## config.mk

```make
export PLATFORM = sky130hd
export DESIGN_NAME = ddr3_rd_capture_x2_flat
export DESIGN_NICKNAME = d
export VERILOG_FILES = /design/src/rtl/ddr3_rd_capture_x2_if.sv /design/src/rtl/ddr3_rd_capture_x2.sv /design/src/flat_wrapper.sv
export SDC_FILE = /design/constraint.sdc
export NUM_CORES = 1
export LEC_CHECK = 0
export ABC_AREA = 1
export ABC_CLOCK_PERIOD_IN_PS = 1300
export CAP_MARGIN = 25
export CELL_PAD_IN_SITES_DETAIL_PLACEMENT = 1
export CELL_PAD_IN_SITES_GLOBAL_PLACEMENT = 1
export CORE_MARGIN = 2
export CORE_UTILIZATION = 34
export CTS_BUF_LIST = sky130_fd_sc_hd__clkbuf_8 sky130_fd_sc_hd__clkbuf_16
export CTS_CLUSTER_DIAMETER = 40
export DETAILED_ROUTE_END_ITERATION = 10
export HOLD_SLACK_MARGIN = 0.02
export PLACE_DENSITY_LB_ADDON = 0.1
export SKIP_LAST_GASP = 1
export SYNTH_ARGS = -nofsm -noshare
export SYNTH_HDL_FRONTEND = slang
export SYNTH_SLANG_ARGS = --single-unit
```

## constraint.sdc

```tcl
create_clock -name SCLK -period 1.3 [get_ports SCLK]
set_input_delay 0.195 -clock SCLK [delete_from_list [all_inputs] [get_ports SCLK]]
set_output_delay 0.195 -clock SCLK [all_outputs]
set_load 0.05 [all_outputs]
```

## src/rtl/ddr3_rd_capture_x2_if.sv

```systemverilog
// ddr3_rd_capture_x2_if
// Bundles the command, DQ and burst-result signals of the x2 read-capture block.
//   RD_CMD   : one-cycle BL8 read-issued pulse
//   RD_LAT   : SCLK cycles from RD_CMD to first beat group
//   DQ_IN    : beats 0..3 of the current SCLK, beat 0 in LSBs
//   ERR_CLR  : synchronous clear of RD_ERR
//   RD_DATA  : assembled 8-beat burst, beat 0 in LSBs
//   RD_VALID : one-cycle strobe qualifying RD_DATA
//   RD_ERR   : sticky error flag
//   BUSY     : a read is in flight or being assembled
// Handshake: there is no back-pressure. RD_VALID is a single-cycle strobe; the
// consumer must take RD_DATA in the cycle RD_VALID is high. RD_DATA holds its
// value afterwards until the next strobe.
// Modports: master = controller side driving commands, slave = capture block.
interface ddr3_rd_capture_x2_if #(
    parameter int DQ_WIDTH = 8,
    parameter int LAT_W    = 5
);
    logic                  RD_CMD;
    logic [LAT_W-1:0]      RD_LAT;
    logic [4*DQ_WIDTH-1:0] DQ_IN;
    logic                  ERR_CLR;
    logic [8*DQ_WIDTH-1:0] RD_DATA;
    logic                  RD_VALID;
    logic                  RD_ERR;
    logic                  BUSY;

    modport master (
        output RD_CMD, RD_LAT, DQ_IN, ERR_CLR,
        input  RD_DATA, RD_VALID, RD_ERR, BUSY
    );

    modport slave (
        input  RD_CMD, RD_LAT, DQ_IN, ERR_CLR,
        output RD_DATA, RD_VALID, RD_ERR, BUSY
    );
endinterface

```

## src/rtl/ddr3_rd_capture_x2.sv

```systemverilog
// ddr3_rd_capture_x2
// Read-path burst assembler for the x2-geared DDR3 PHY. Each accepted BL8 read
// travels down a latency pipe; when it reaches the RD_LAT tap the block captures
// two consecutive 4-beat groups from DQ_IN and emits one 8-beat word with a
// single-cycle RD_VALID strobe.
// Ports:
//   SCLK        : system clock
//   RSTN        : asynchronous active-low reset
//   bus         : ddr3_rd_capture_x2_if slave modport (command, DQ, burst result)
//   o_dbg_state : current capture FSM state (0 = IDLE, 1 = HI)
module ddr3_rd_capture_x2 #(
    parameter int DQ_WIDTH = 8,
    parameter int LAT_W    = 5
) (
    input  logic                 SCLK,
    input  logic                 RSTN,
    ddr3_rd_capture_x2_if.slave  bus,
    output logic                 o_dbg_state
);
    localparam int DEPTH  = 2 ** LAT_W;
    localparam int BEAT_W = 4 * DQ_WIDTH;

    typedef enum logic {
        S_IDLE = 1'b0,
        S_HI   = 1'b1
    } state_t;

    state_t              r_state;
    state_t              w_state_nxt;
    logic [DEPTH-1:0]    r_pipe;
    logic [DEPTH-1:0]    w_pipe_nxt;
    logic                r_acc_prev;
    logic                w_acc;
    logic                w_rej;
    logic [LAT_W-1:0]    w_lat;
    logic                w_tap;
    logic                w_load_lo;
    logic                w_emit;
    logic                w_hi_tap;
    logic [BEAT_W-1:0]   r_lo;
    logic [2*BEAT_W-1:0] r_data;
    logic                r_valid;
    logic                r_err;

    // Effective latency never drops below 2: a burst needs one cycle to load
    // lo before the HI cycle, and tCCD=2 keeps taps at least 2 cycles apart.
    always_comb begin
        w_lat = bus.RD_LAT;
        if (bus.RD_LAT < LAT_W'(2)) begin
            w_lat = LAT_W'(2);
        end
    end

    assign w_tap = r_pipe[w_lat - LAT_W'(1)];

    // A command in the cycle right after an accepted one violates tCCD.
    assign w_acc = bus.RD_CMD & ~r_acc_prev;
    assign w_rej = bus.RD_CMD &  r_acc_prev;

    // Bits past the tap are dropped so BUSY falls as soon as the last burst
    // has left the HI state instead of waiting for the full pipe to drain.
    always_comb begin
        w_pipe_nxt    = '0;
        w_pipe_nxt[0] = w_acc;
        for (int i = 1; i < DEPTH; i++) begin
            if (LAT_W'(i) < w_lat) begin
                w_pipe_nxt[i] = r_pipe[i-1];
            end
        end
    end

    always_comb begin
        w_state_nxt = r_state;
        w_load_lo   = 1'b0;
        w_emit      = 1'b0;
        w_hi_tap    = 1'b0;
        case (r_state)
            S_IDLE: begin
                if (w_tap) begin
                    w_load_lo   = 1'b1;
                    w_state_nxt = S_HI;
                end
            end
            S_HI: begin
                w_emit      = 1'b1;
                // A tap here would mean two reads one cycle apart slipped
                // through; flag it and drop the newer one.
                w_hi_tap    = w_tap;
                w_state_nxt = S_IDLE;
            end
            default: begin
                w_state_nxt = S_IDLE;
            end
        endcase
    end

    always_ff @(posedge SCLK or negedge RSTN) begin
        if (!RSTN) begin
            r_state    <= S_IDLE;
            r_pipe     <= '0;
            r_acc_prev <= 1'b0;
            r_lo       <= '0;
            r_data     <= '0;
            r_valid    <= 1'b0;
            r_err      <= 1'b0;
        end else begin
            r_state    <= w_state_nxt;
            r_pipe     <= w_pipe_nxt;
            r_acc_prev <= w_acc;
            r_valid    <= w_emit;
            if (w_load_lo) begin
                r_lo <= bus.DQ_IN;
            end
            if (w_emit) begin
                r_data <= {bus.DQ_IN, r_lo};
            end
            // Set has priority over clear.
            if (w_rej || w_hi_tap) begin
                r_err <= 1'b1;
            end else if (bus.ERR_CLR) begin
                r_err <= 1'b0;
            end
        end
    end

    assign bus.RD_DATA  = r_data;
    assign bus.RD_VALID = r_valid;
    assign bus.RD_ERR   = r_err;
    assign bus.BUSY     = (|r_pipe) | (r_state == S_HI);
    assign o_dbg_state  = r_state;
endmodule

```

## src/flat_wrapper.sv

```systemverilog
// flat-port wrapper written by rule: the top's interface ports become plain ports
module ddr3_rd_capture_x2_flat 
#(
    parameter int DQ_WIDTH = 8,
    parameter int LAT_W    = 5
)
  (SCLK, RSTN, o_dbg_state, bus_RD_CMD, bus_RD_LAT, bus_DQ_IN, bus_ERR_CLR, bus_RD_DATA, bus_RD_VALID, bus_RD_ERR, bus_BUSY);
  ddr3_rd_capture_x2_if #(.DQ_WIDTH(DQ_WIDTH), .LAT_W(LAT_W)) bus_i ();
  input  logic SCLK;
  input  logic RSTN;
  output logic o_dbg_state;
  input wire logic [$bits(bus_i.RD_CMD)-1:0] bus_RD_CMD;
  input wire logic [$bits(bus_i.RD_LAT)-1:0] bus_RD_LAT;
  input wire logic [$bits(bus_i.DQ_IN)-1:0] bus_DQ_IN;
  input wire logic [$bits(bus_i.ERR_CLR)-1:0] bus_ERR_CLR;
  output wire logic [$bits(bus_i.RD_DATA)-1:0] bus_RD_DATA;
  output wire logic [$bits(bus_i.RD_VALID)-1:0] bus_RD_VALID;
  output wire logic [$bits(bus_i.RD_ERR)-1:0] bus_RD_ERR;
  output wire logic [$bits(bus_i.BUSY)-1:0] bus_BUSY;
  assign bus_i.RD_CMD = bus_RD_CMD;
  assign bus_i.RD_LAT = bus_RD_LAT;
  assign bus_i.DQ_IN = bus_DQ_IN;
  assign bus_i.ERR_CLR = bus_ERR_CLR;
  assign bus_RD_DATA = bus_i.RD_DATA;
  assign bus_RD_VALID = bus_i.RD_VALID;
  assign bus_RD_ERR = bus_i.RD_ERR;
  assign bus_BUSY = bus_i.BUSY;
  ddr3_rd_capture_x2 #(.DQ_WIDTH(DQ_WIDTH), .LAT_W(LAT_W)) u_core (.SCLK(SCLK), .RSTN(RSTN), .bus(bus_i), .o_dbg_state(o_dbg_state));
endmodule
```

=== Word level (Yosys, flattened, before mapping) ===
Index checks and enable logic that the tools add are counted.

* Add/sub/neg operators: 1
* Order comparisons: 33
* Multiplexer cells: 41
* Bitwise logic cells: 5
* Reductions and logical operators: 3

{| class="wikitable"
|+ Operator list
! kind !! count
|-
| 5-bit less-than comparator (first input constant) || 16
|-
| 4-bit by 5-bit less-than comparator with 1-bit output (first input constant) || 8
|-
| 1-bit two-way mux || 38
|-
| 32-bit OR reduction || 1
|-
| 3-bit by 5-bit less-than comparator with 1-bit output (first input constant) || 4
|-
| 2-bit by 5-bit less-than comparator with 1-bit output (first input constant) || 2
|-
| 5-bit by 6-bit less-than comparator with 1-bit output (second input constant) || 1
|-
| 1-bit binary-select mux with 5-bit select || 1
|-
| 1-bit by 5-bit less-than comparator with 1-bit output (first input constant) || 1
|-
| 5-bit by 2-bit less-than comparator with 1-bit output (second input constant) || 1
|-
| 5-bit two-way mux || 1
|-
| 5-bit by 1-bit subtractor with 5-bit output (second input constant) || 1
|-
| 1-bit AND || 2
|-
| 1-bit NOT || 2
|-
| 1-bit case mux with 2 select lines || 1
|-
| 2-bit nonzero test || 1
|-
| 1-bit logical OR || 1
|-
| 1-bit bitwise OR || 1
|}

* Bits in registers: 132
* Input bits: 41
* Output and inout bits: 68

=== Logic depth before layout (Yosys ltp) ===
Gate-level depths: netlist of the first run.

* Depth after elaboration: 8
* Mapped depth: 17

=== Worst setup path before layout of the first run ===
No wires, ideal clock.

* Kind: input -> register
* Start: input bus_RD_LAT[0]
* End: register u_core.r_lo[0]
* Library setup time: 117 ps
* Data arrival time: 2139 ps
* Setup slack: -955 ps
* Stages: 15
* Buffers on the path: 4
* Cells stage by stage: clkbuf_1 -> nand2_4 -> buf_6 -> ha_1 -> clkbuf_1 -> inv_1 -> o21ai_0 -> nand3_1 -> nand3_1 -> nand3_2 -> nand2_4 -> nand2_4 -> buf_6 -> nand2_1 -> nand2_1

* Longest elaborated chain between the ends: 7

{| class="wikitable"
|+ RTL lines
! element !! line !! source
|-
| from (decl) || flat_wrapper.sv:13 || <nowiki>input wire logic [$bits(bus_i.RD_LAT)-1:0] bus_RD_LAT;</nowiki>
|-
| 5-bit by 2-bit less-than comparator with 1-bit output || ddr3_rd_capture_x2.sv:49 || <nowiki>if (bus.RD_LAT < LAT_W'(2)) begin</nowiki>
|-
| 5-bit two-way mux (*) || ddr3_rd_capture_x2.sv:49 ||
|-
| 5-bit by 1-bit subtractor with 5-bit output (*) || ddr3_rd_capture_x2.sv:54 || <nowiki>assign w_tap = r_pipe[w_lat - LAT_W'(1)];</nowiki>
|-
| 1-bit binary-select mux with 5-bit select (*) || ddr3_rd_capture_x2.sv:54 ||
|-
| 1-bit two-way mux (not written as such) (*) || ddr3_rd_capture_x2.sv:54 ||
|-
| 1-bit two-way mux (*) || ddr3_rd_capture_x2.sv:79 || <nowiki>if (w_tap) begin</nowiki>
|-
| 1-bit two-way mux (*) || ddr3_rd_capture_x2.sv:77 || <nowiki>case (r_state)</nowiki>
|-
| to (signal assigned) || ddr3_rd_capture_x2.sv:112 || <nowiki>r_lo <= bus.DQ_IN;</nowiki>
|-
| to (decl) || ddr3_rd_capture_x2.sv:40 || <nowiki>logic [BEAT_W-1:0] r_lo;</nowiki>
|}

Every way passes the cells marked *; elsewhere a longest branch is shown, timed or not. The select of a mux whose other input is x is not followed.
A chain may end at the register's enable or synchronous reset.

=== Worst setup path after layout of the first run ===
* Start: register u_core.r_pipe[26]
* End: output bus_BUSY

* Longest elaborated chain between the ends: 2

{| class="wikitable"
|+ RTL lines
! element !! line !! source
|-
| from (decl) || ddr3_rd_capture_x2.sv:30 || <nowiki>logic [DEPTH-1:0] r_pipe;</nowiki>
|-
| from (signal assigned) || ddr3_rd_capture_x2.sv:108 || <nowiki>r_pipe <= w_pipe_nxt;</nowiki>
|-
| 32-bit OR reduction || ddr3_rd_capture_x2.sv:129 || <nowiki>assign bus.BUSY = (|r_pipe) | (r_state == S_HI);</nowiki>
|-
| 1-bit bitwise OR || ddr3_rd_capture_x2.sv:129 ||
|-
| to (decl) || flat_wrapper.sv:19 || <nowiki>output wire logic [$bits(bus_i.BUSY)-1:0] bus_BUSY;</nowiki>
|}

No other way between the ends.

==> flow_summary_export.csv, run 1 <==
group,metric,value,unit
status,status,"complete, but fails checks",
status,violations,"setup timing",
grt,grt_util_all_layers,23.4,%
placement,dp_hpwl,12100,um
logic_synthesis,synth-main-ff-cell,"dfrtp_1",
die,placement_rows,46,
logic_synthesis,yosysWarnings,0,
critical_path,crit_path_start_kind,"flop",
logic_synthesis,ys_top_cells_by_count,"nand2_1 (296), dfrtp_1 (130), nand3_1 (79), inv_1 (33), nor2_1 (23)",
route,drtPass1Iterations,4,
die,start_util,34.6,%
die,die_y,131,um
route,post-route-drc-count,0,
timing,slew_viol_final,0,
die,num_io_pins,109,
logic_synthesis,netlist_area,0.00547,mm^2
route,wirelength,20200,um
timing,maxSlewHeadroom,74.1,%
critical_path,arrival,1840,ps
placement,io_buffers,108,
cts,h-tree-depth,4,
timing,rsz0062_at_grt,"true",
cts,cts_tree,"built",
layout,final_core_util,60.6,%
critical_path,r2r-end,"u_core.r_lo[22]$_DFFE_PN0P_",
die,die_area,0.0171,mm^2
grt,grt_pass1_vias,5590,
timing,fin_crit,2040,ps
cts,max-clock-path-buffers,2,
layout,nets,866,
grt,grt_max_degree,47,
timing,period_share,157,%
logic_synthesis,async_flop_share,100,%
cts,cts_root_buf,"clkbuf_16",
grt,grt_pass1_wl,30100,um
power_and_ir_drop,p_per_area,2450,mW/mm^2
cts,worstSkewPairLatency,420,ps
route,wl_per_cell,19.2,um
layout,synthToLayoutAreaGrowth,75.3,%
logic_synthesis,syn_avg_cell_area,8.56,um^2
grt,antenna_found_initial,0,
route,vias_per_cell,4.90,
layout,drive_gt1_share,38.1,%
logic_synthesis,synth_seq_cells,130,
power_and_ir_drop,clock_power_share,19.7,%
logic_synthesis,yosysMostFrequentCell,"nand2_1",
timing,worst_pin_slew,386,ps
power_and_ir_drop,power_switching,9.60,mW
power_and_ir_drop,p_int,13.9,mW
critical_path,r2r-start,"u_core.r_pipe[4]$_DFF_PN0_",
critical_path,rr_worst_depth,11,
logic_synthesis,synth-edff-count,0,
logic_synthesis,yosysTopAreaCell,"dfrtp_1",
placement,routabilityCongestion,0.874,
power_and_ir_drop,ir_drop,1140,uV
timing,finalClockSkew,11.8,ps
route,vias,5138,
critical_path,r2r_slack,-380,ps
critical_path,crit_required,1110,ps
power_and_ir_drop,combPwrFrac,50.3,%
critical_path,path_max_fanout,2,
logic_synthesis,synthCells,639,
route,first_iter_violations,234,
power_and_ir_drop,leakagePower,4.70,nW
timing,finalSetupViolations,36,
die,die_x,131,um
timing,finalWorstSetupSlack,-738,ps
run,max_cap_violations,0,
timing,fmaxAchievable,0.491,GHz
timing,final-hold-violation-count,0,
cts,cts_buffers,17,
power_and_ir_drop,pwr-share-seq,30.0,%
logic_synthesis,synth_cell_types,26,
logic_synthesis,yosysSeqAreaShare,59.5,%
die,core_area,0.0158,mm^2
critical_path,criticalPathCategory,"flop to output port",
cts,path_clk_slew,60,ps
route,postRouteAntennaNets,0,
power_and_ir_drop,p_sw_share,40.9,%
logic_synthesis,synthTopCellsByArea,"dfrtp_1 (59%), nand2_1 (20%), nand3_1 (7.2%), inv_1 (2.3%), nor2_1 (1.6%)",
placement,pre_cts_ws,-1240,ps
grt,grt_remaining_overflow,0,
cts,cts.sinks,130,
worst_hold_path,min_path_type,"input pin to asynchronous set/reset pin",
logic_synthesis,synth_nets,681,
logic_synthesis,synthDominantCellAreaShare,59.5,%
layout,diodes,0,
critical_path,end_kind,"output port",
registers in the layout, indices dropped and copies added (netlist names):
| name | cells |
|---|---|
| u_core.bus.RD_VALID | 1 |
| u_core.r_pipe | 31 |
| u_core.r_lo | 32 |
| u_core.bus.RD_ERR | 1 |
| u_core.o_dbg_state | 1 |
| u_core.bus.RD_DATA | 64 |
repair_timing:
item	in CTS	in global routing
buffers inserted	17	11
gates resized for setup	120	83
setup endpoints to repair	107	79
pin swaps	54	44
hold endpoints to repair	130	0
hold buffers	1	0
cloned	5	4
cells in the final DEF (no fill, tap or decap), types with 2 or more instances in the layout:
| cell | Yosys | layout |
|---|---|---|
| buf_12 | 0 | 75 |
| clkbuf_8 | 0 | 3 |
| nand2_2 | 0 | 35 |
| a21boi_0 | 4 | 4 |
| nand4_1 | 3 | 3 |
| clkdlybuf4s50_1 | 0 | 34 |
| inv_2 | 1 | 5 |
| nor3_1 | 4 | 4 |
| nor2_2 | 1 | 2 |
| nand3_1 | 79 | 25 |
| nor3b_1 | 2 | 2 |
| buf_6 | 6 | 11 |
| nor2_4 | 2 | 3 |
| nor4_2 | 0 | 2 |
| nor2_1 | 23 | 21 |
| clkinv_2 | 0 | 2 |
| nand3_4 | 0 | 12 |
| buf_8 | 0 | 5 |
| nand2_1 | 296 | 245 |
| buf_2 | 2 | 2 |
| dfrtp_1 | 130 | 129 |
| clkbuf_16 | 0 | 21 |
| inv_1 | 33 | 30 |
| bufbuf_16 | 0 | 2 |
| nand3_2 | 2 | 44 |
| nand2_4 | 4 | 19 |
| nor4_1 | 6 | 3 |
| buf_4 | 3 | 59 |
| a21oi_1 | 4 | 4 |
| buf_16 | 0 | 5 |
| o21ai_0 | 8 | 7 |
| bufinv_16 | 0 | 2 |
cells by family (layout without fill, tap and decap cells):
| group | count (synthesis) | in the layout | share of synthesized area (%) |
|---|---|---|---|
| adders and majority gates | 1 | 1 | 0.229 |
| DFF | 130 | 130 | 59.5 |
| and+or+nand+nor | 422 | 422 | 32.5 |
| xor gates and xnor gates | 2 | 2 | 0.320 |
| buffers and inverters | 67 | 261 | 5.67 |
| AOI/OAI and AO/OA | 17 | 17 | 1.81 |
per-stage QoR:
| step | setup TNS [ps] | instance area, um^2 | power (mW) | instances | hold WS (ps) |
|---|---|---|---|---|---|
| floorplan | -22640 | 5590 | 11.5 | 639 | -101 |
| global placement | -48520 | 7890 | 17.0 | 988 | 51.9 |
| detailed placement | -53820 | 7890 | 17.3 | 988 | 55.8 |
| CTS | -9870 | 9110 | 22.7 | 1038 | 185 |
| global route | -15120 | 9590 | 24.5 | 1049 | 196 |
| finish | -12230 | 9590 | 23.5 | 1049 | 194 |
layout make-up:
class	count	area (um^2)
inverters	34	138
multi-input cells	442	2550
clock buffers	20	467
repair buffers	199	2820
flip-flops and latches	130	3250
fillers	1690	6240
well taps	216	270
clock inverters	8	90.1
power groups by stage:
stage / Sequential (mW) / Combinational, mW / Clock, mW
detailed placement: 6.89 / 10.4 / 0
CTS: 6.86 / 11.1 / 4.68
global route: 7.21 / 12.4 / 4.87
global placement: 6.82 / 10.1 / 0
floorplan: 9.59 / 1.91 / 0
finish: 7.04 / 11.8 / 4.63
worst max-delay path, cell delays in order (launching register included):
cell     delay (ps)
dfrtp_1         380
inv_1           100
nand4_1         140
nor4_2          250
buf_4           170
nand4_1         160
buf_12          200
how the worst max path moves through the flow:
stage,endpoint,start
3_5_place_dp,u_core.r_lo[20]$_DFFE_PN0P_,bus_RD_LAT[3]
5_1_grt,bus_BUSY,u_core.r_pipe[26]$_DFF_PN0_
2_1_floorplan,u_core.r_lo[0]$_DFFE_PN0P_,bus_RD_LAT[2]
3_3_place_gp,u_core.r_lo[20]$_DFFE_PN0P_,bus_RD_LAT[2]
6_report,bus_BUSY,u_core.r_pipe[26]$_DFF_PN0_
4_1_cts,bus_BUSY,u_core.r_pipe[4]$_DFF_PN0_
layer usage:
| metal | vias up | GRT usage [%] | wire length [um] |
|---|---|---|---|
| li1 | 2383 | - | - |
| met1 | 2572 | 28.5 | 8060 |
| met2 | 144 | 40.6 | 10700 |
| met3 | 39 | 4.40 | 797 |
| met4 | 0 | 10.3 | 594 |
| met5 | - | 0 | 0 |
(Power assumes the default switching activity.)
==> inputs of run 2 (changes only) <==
--- a/config.mk
+++ b/config.mk
@@ -6,7 +6,6 @@
 export NUM_CORES = 1
 export LEC_CHECK = 0
 export ABC_AREA = 1
-export ABC_CLOCK_PERIOD_IN_PS = 1300
 export CAP_MARGIN = 25
 export CELL_PAD_IN_SITES_DETAIL_PLACEMENT = 1
 export CELL_PAD_IN_SITES_GLOBAL_PLACEMENT = 1
==> results of run 2 <==
The final DEF is identical to that of run 1; final timing and power are the same.
==> inputs of run 3 (changes only) <==
--- a/config.mk
+++ b/config.mk
@@ -10,10 +10,11 @@
 export CELL_PAD_IN_SITES_DETAIL_PLACEMENT = 1
 export CELL_PAD_IN_SITES_GLOBAL_PLACEMENT = 1
 export CORE_MARGIN = 2
-export CORE_UTILIZATION = 34
+export CORE_UTILIZATION = 40
 export CTS_BUF_LIST = sky130_fd_sc_hd__clkbuf_8 sky130_fd_sc_hd__clkbuf_16
 export CTS_CLUSTER_DIAMETER = 40
 export DETAILED_ROUTE_END_ITERATION = 10
+export DONT_BUFFER_PORTS = 1
 export HOLD_SLACK_MARGIN = 0.02
 export PLACE_DENSITY_LB_ADDON = 0.1
 export SKIP_LAST_GASP = 1
==> run 3 against run 2 <==
  * The run ends with hold timing, setup timing left
  * Fmax up 5.0%
  * Count of clock-buffer cells in the layout is the same
  * Largest cell class unchanged
  * Critical path type unchanged
  * Sequential power is 35% higher
  * Power decreased by 20%
  * Wire length fell by 8.9%
  * Flip-flop and latch count unchanged
  * Global-route usage grew 2.5 points
  * Combinational power shrank 61%
  * Critical path depth shrank 1
==> flow_summary_export.csv, run 3 (same netlist as run 1, synthesis figures left out) <==
group,metric,value,unit
status,status,"complete, but fails checks",
status,violations,"hold timing, setup timing",
cts,h-tree-depth,4,
critical_path,path_max_fanout,3,
critical_path,path_cells,"nor4_2 > nand2_1 > nor2_2 > nand4_1 > buf_6",
layout,synthToLayoutAreaGrowth,42.8,%
cts,cts_root_buf,"clkbuf_16",
die,start_util,41.1,%
layout,layout_common_cells,"nand2_1 (278), dfrtp_1 (120), nand3_1 (49)",
timing,slew_viol_final,0,
layout,ff_latch_area,0.00327,mm^2
critical_path,arrival,1750,ps
layout,multi_input_area,0.00218,mm^2
critical_path,criticalPathCategory,"flop to output port",
layout,largest_reg_flops,64,
die,core_area,0.0133,mm^2
layout,num-fill-cells,1483,
critical_path,end_kind,"output port",
layout,final_cells,928,
route,wl_per_cell,19.8,um
power_and_ir_drop,power_switching,8.46,mW
run,max_cap_violations,0,
layout,diodes,0,
cts,cts.sinks,130,
route,first_iter_violations,241,
power_and_ir_drop,pwr-share-seq,50.4,%
route,vias_per_cell,5.19,
route,postRouteAntennaNets,0,
power_and_ir_drop,combPwrFrac,24.6,%
die,placement_rows,42,
critical_path,max_stage_delay,410,ps
critical_path,r2r-end,"u_core.r_lo[5]$_DFFE_PN0P_",
die,die_y,121,um
cts,max-clock-path-buffers,2,
route,wirelength,18400,um
grt,grt_remaining_overflow,0,
critical_path,crit_required,1110,ps
grt,grt_max_degree,131,
cts,cts_tree,"built",
die,num_io_pins,109,
critical_path,rr_worst_depth,15,
die,die_x,121,um
critical_path,r2r_slack,-560,ps
layout,fin_area,0.00781,mm^2
power_and_ir_drop,clock_power_share,25.0,%
timing,finalClockSkew,14.9,ps
cts,cts_hold_buffers,37,
placement,placed_cell_area,0.00601,mm^2
placement,routabilityCongestion,0.884,
timing,fmaxAchievable,0.515,GHz
layout,nets,782,
power_and_ir_drop,p_int,10.4,mW
cts,path_clk_slew,50,ps
power_and_ir_drop,leakagePower,3.98,nW
route,vias,4816,
layout,final_common_cell,"nand2_1",
timing,tns,-17510,ps
placement,pre_cts_ws,-723,ps
timing,finalWorstSetupSlack,-642,ps
timing,rsz0062_at_grt,"true",
placement,placed_cells,831,
power_and_ir_drop,p_sw_share,44.9,%
critical_path,cp.buffers_inverters,1,
critical_path,crit_path_start_kind,"flop",
critical_path,crit_family,"simple AND/OR/NAND/NOR gates",
timing,worst_pin_slew,507,ps
power_and_ir_drop,p_per_area,2410,mW/mm^2
placement,io_buffers,0,
route,drtPass1Iterations,4,
power_and_ir_drop,ir_drop,1280,uV
timing,maxSlewHeadroom,66.2,%
worst_hold_path,min_path_type,"input pin to asynchronous set/reset pin",
critical_path,r2r-start,"u_core.r_pipe[12]$_DFF_PN0_",
grt,grt_util_all_layers,25.9,%
die,die_area,0.0146,mm^2
timing,fin_crit,1940,ps
cts,cts_buffers,17,
grt,grt_pass1_vias,5319,
cts,worstSkewPairLatency,420,ps
grt,grt_pass1_wl,28900,um
timing,finalSetupViolations,36,
critical_path,slowest_stage,"dfrtp_1",
placement,dp_hpwl,9780,um
route,post-route-drc-count,0,
timing,fin_hold_ws,-533,ps
timing,final-hold-violation-count,130,
layout,drive_gt1_share,24.3,%
timing,period_share,149,%
grt,antenna_found_initial,0,
## run 3: cell count changes in the layout (fill, tap and decap cells not counted), moves of 9 or more
cell / previous run / this run
nand2_4: 19 / 5
dfrtp_2: 1 / 10
buf_12: 75 / 10
clkdlybuf4s50_1: 34 / 0
nand3_2: 44 / 31
nand2_2: 35 / 16
buf_4: 59 / 47
nand3_4: 12 / 1
nand2_1: 245 / 278
dfrtp_1: 129 / 120
nand3_1: 25 / 49
dlygate4sd3_1: 1 / 36
## run 3: routing by layer
metal | part of all wire [%] | GRT usage (%) | vias up | routed length [um]
met3 | 6.5 | 8.60 | 29 | 1190
met5 | 0 | 0 | - | 0
met4 | 1.9 | 8.43 | 0 | 341
met2 | 50 | 42.2 | 138 | 9200
met1 | 42 | 32.5 | 2427 | 7660
li1 | - | - | 2222 | -
## run 3: power groups by stage
stage / Combinational (mW) / Sequential, mW / Clock, mW
final: 4.63 / 9.49 / 4.71
after global routing: 5.07 / 9.67 / 4.98
after CTS: 4.43 / 9.43 / 4.79
after detailed placement: 3.21 / 9.45 / 0
after global placement: 3.04 / 9.40 / 0
after floorplan: 1.91 / 9.59 / 0
## run 3: repair_timing
item,4_1_cts,5_1_grt
endpoints found under the hold margin,212,130
pin swaps,21,6
setup endpoints to repair,104,67
gates resized for setup,57,29
setup buffers,16,4
gates cloned,12,2
## run 3: cell type report
class                      count  area share [%]
clock buffer                  20            5.98
clock inverter                11            1.46
inverter                      34            1.76
multi-input combinational    442            27.9
sequential                   130            41.8
tap                          176            2.82
timing repair buffer         115            18.2
## run 3: stage by stage
stage,utilization (%),power [mW]
after detailed placement,45.2,12.7
after global placement,45.2,12.4
after floorplan,-,11.5
after CTS,57.9,18.6
final,58.7,18.8
after global routing,58.7,19.7
## run 3: worst max-delay path by stage
| stage | slack (ps) | from | cells past startpoint | to |
|---|---|---|---|---|
| floorplan | -640 | bus_RD_LAT[2] | 16 | u_core.r_lo[0]$_DFFE_PN0P_ |
| global placement | -660 | bus_RD_LAT[3] | 15 | u_core.r_lo[22]$_DFFE_PN0P_ |
| detailed placement | -720 | bus_RD_LAT[3] | 15 | u_core.r_lo[22]$_DFFE_PN0P_ |
| CTS | -670 | u_core.r_pipe[12]$_DFF_PN0_ | 5 | bus_BUSY |
| global route | -720 | u_core.r_pipe[4]$_DFF_PN0_ | 5 | bus_BUSY |
| finish | -640 | u_core.r_pipe[4]$_DFF_PN0_ | 5 | bus_BUSY |
## run 3: worst register-to-register path, stage by stage (launching register included)
cell	delay (ps)
dfrtp_1	360
buf_4	120
buf_6	80
buf_6	90
nand3_2	70
nand3_2	80
nand3_2	80
nand3_2	70
nand3_2	90
nand2_4	110
buf_6	110
nand2_8	90
buf_12	160
buf_16	130
nand2_1	60
nand2_1	50
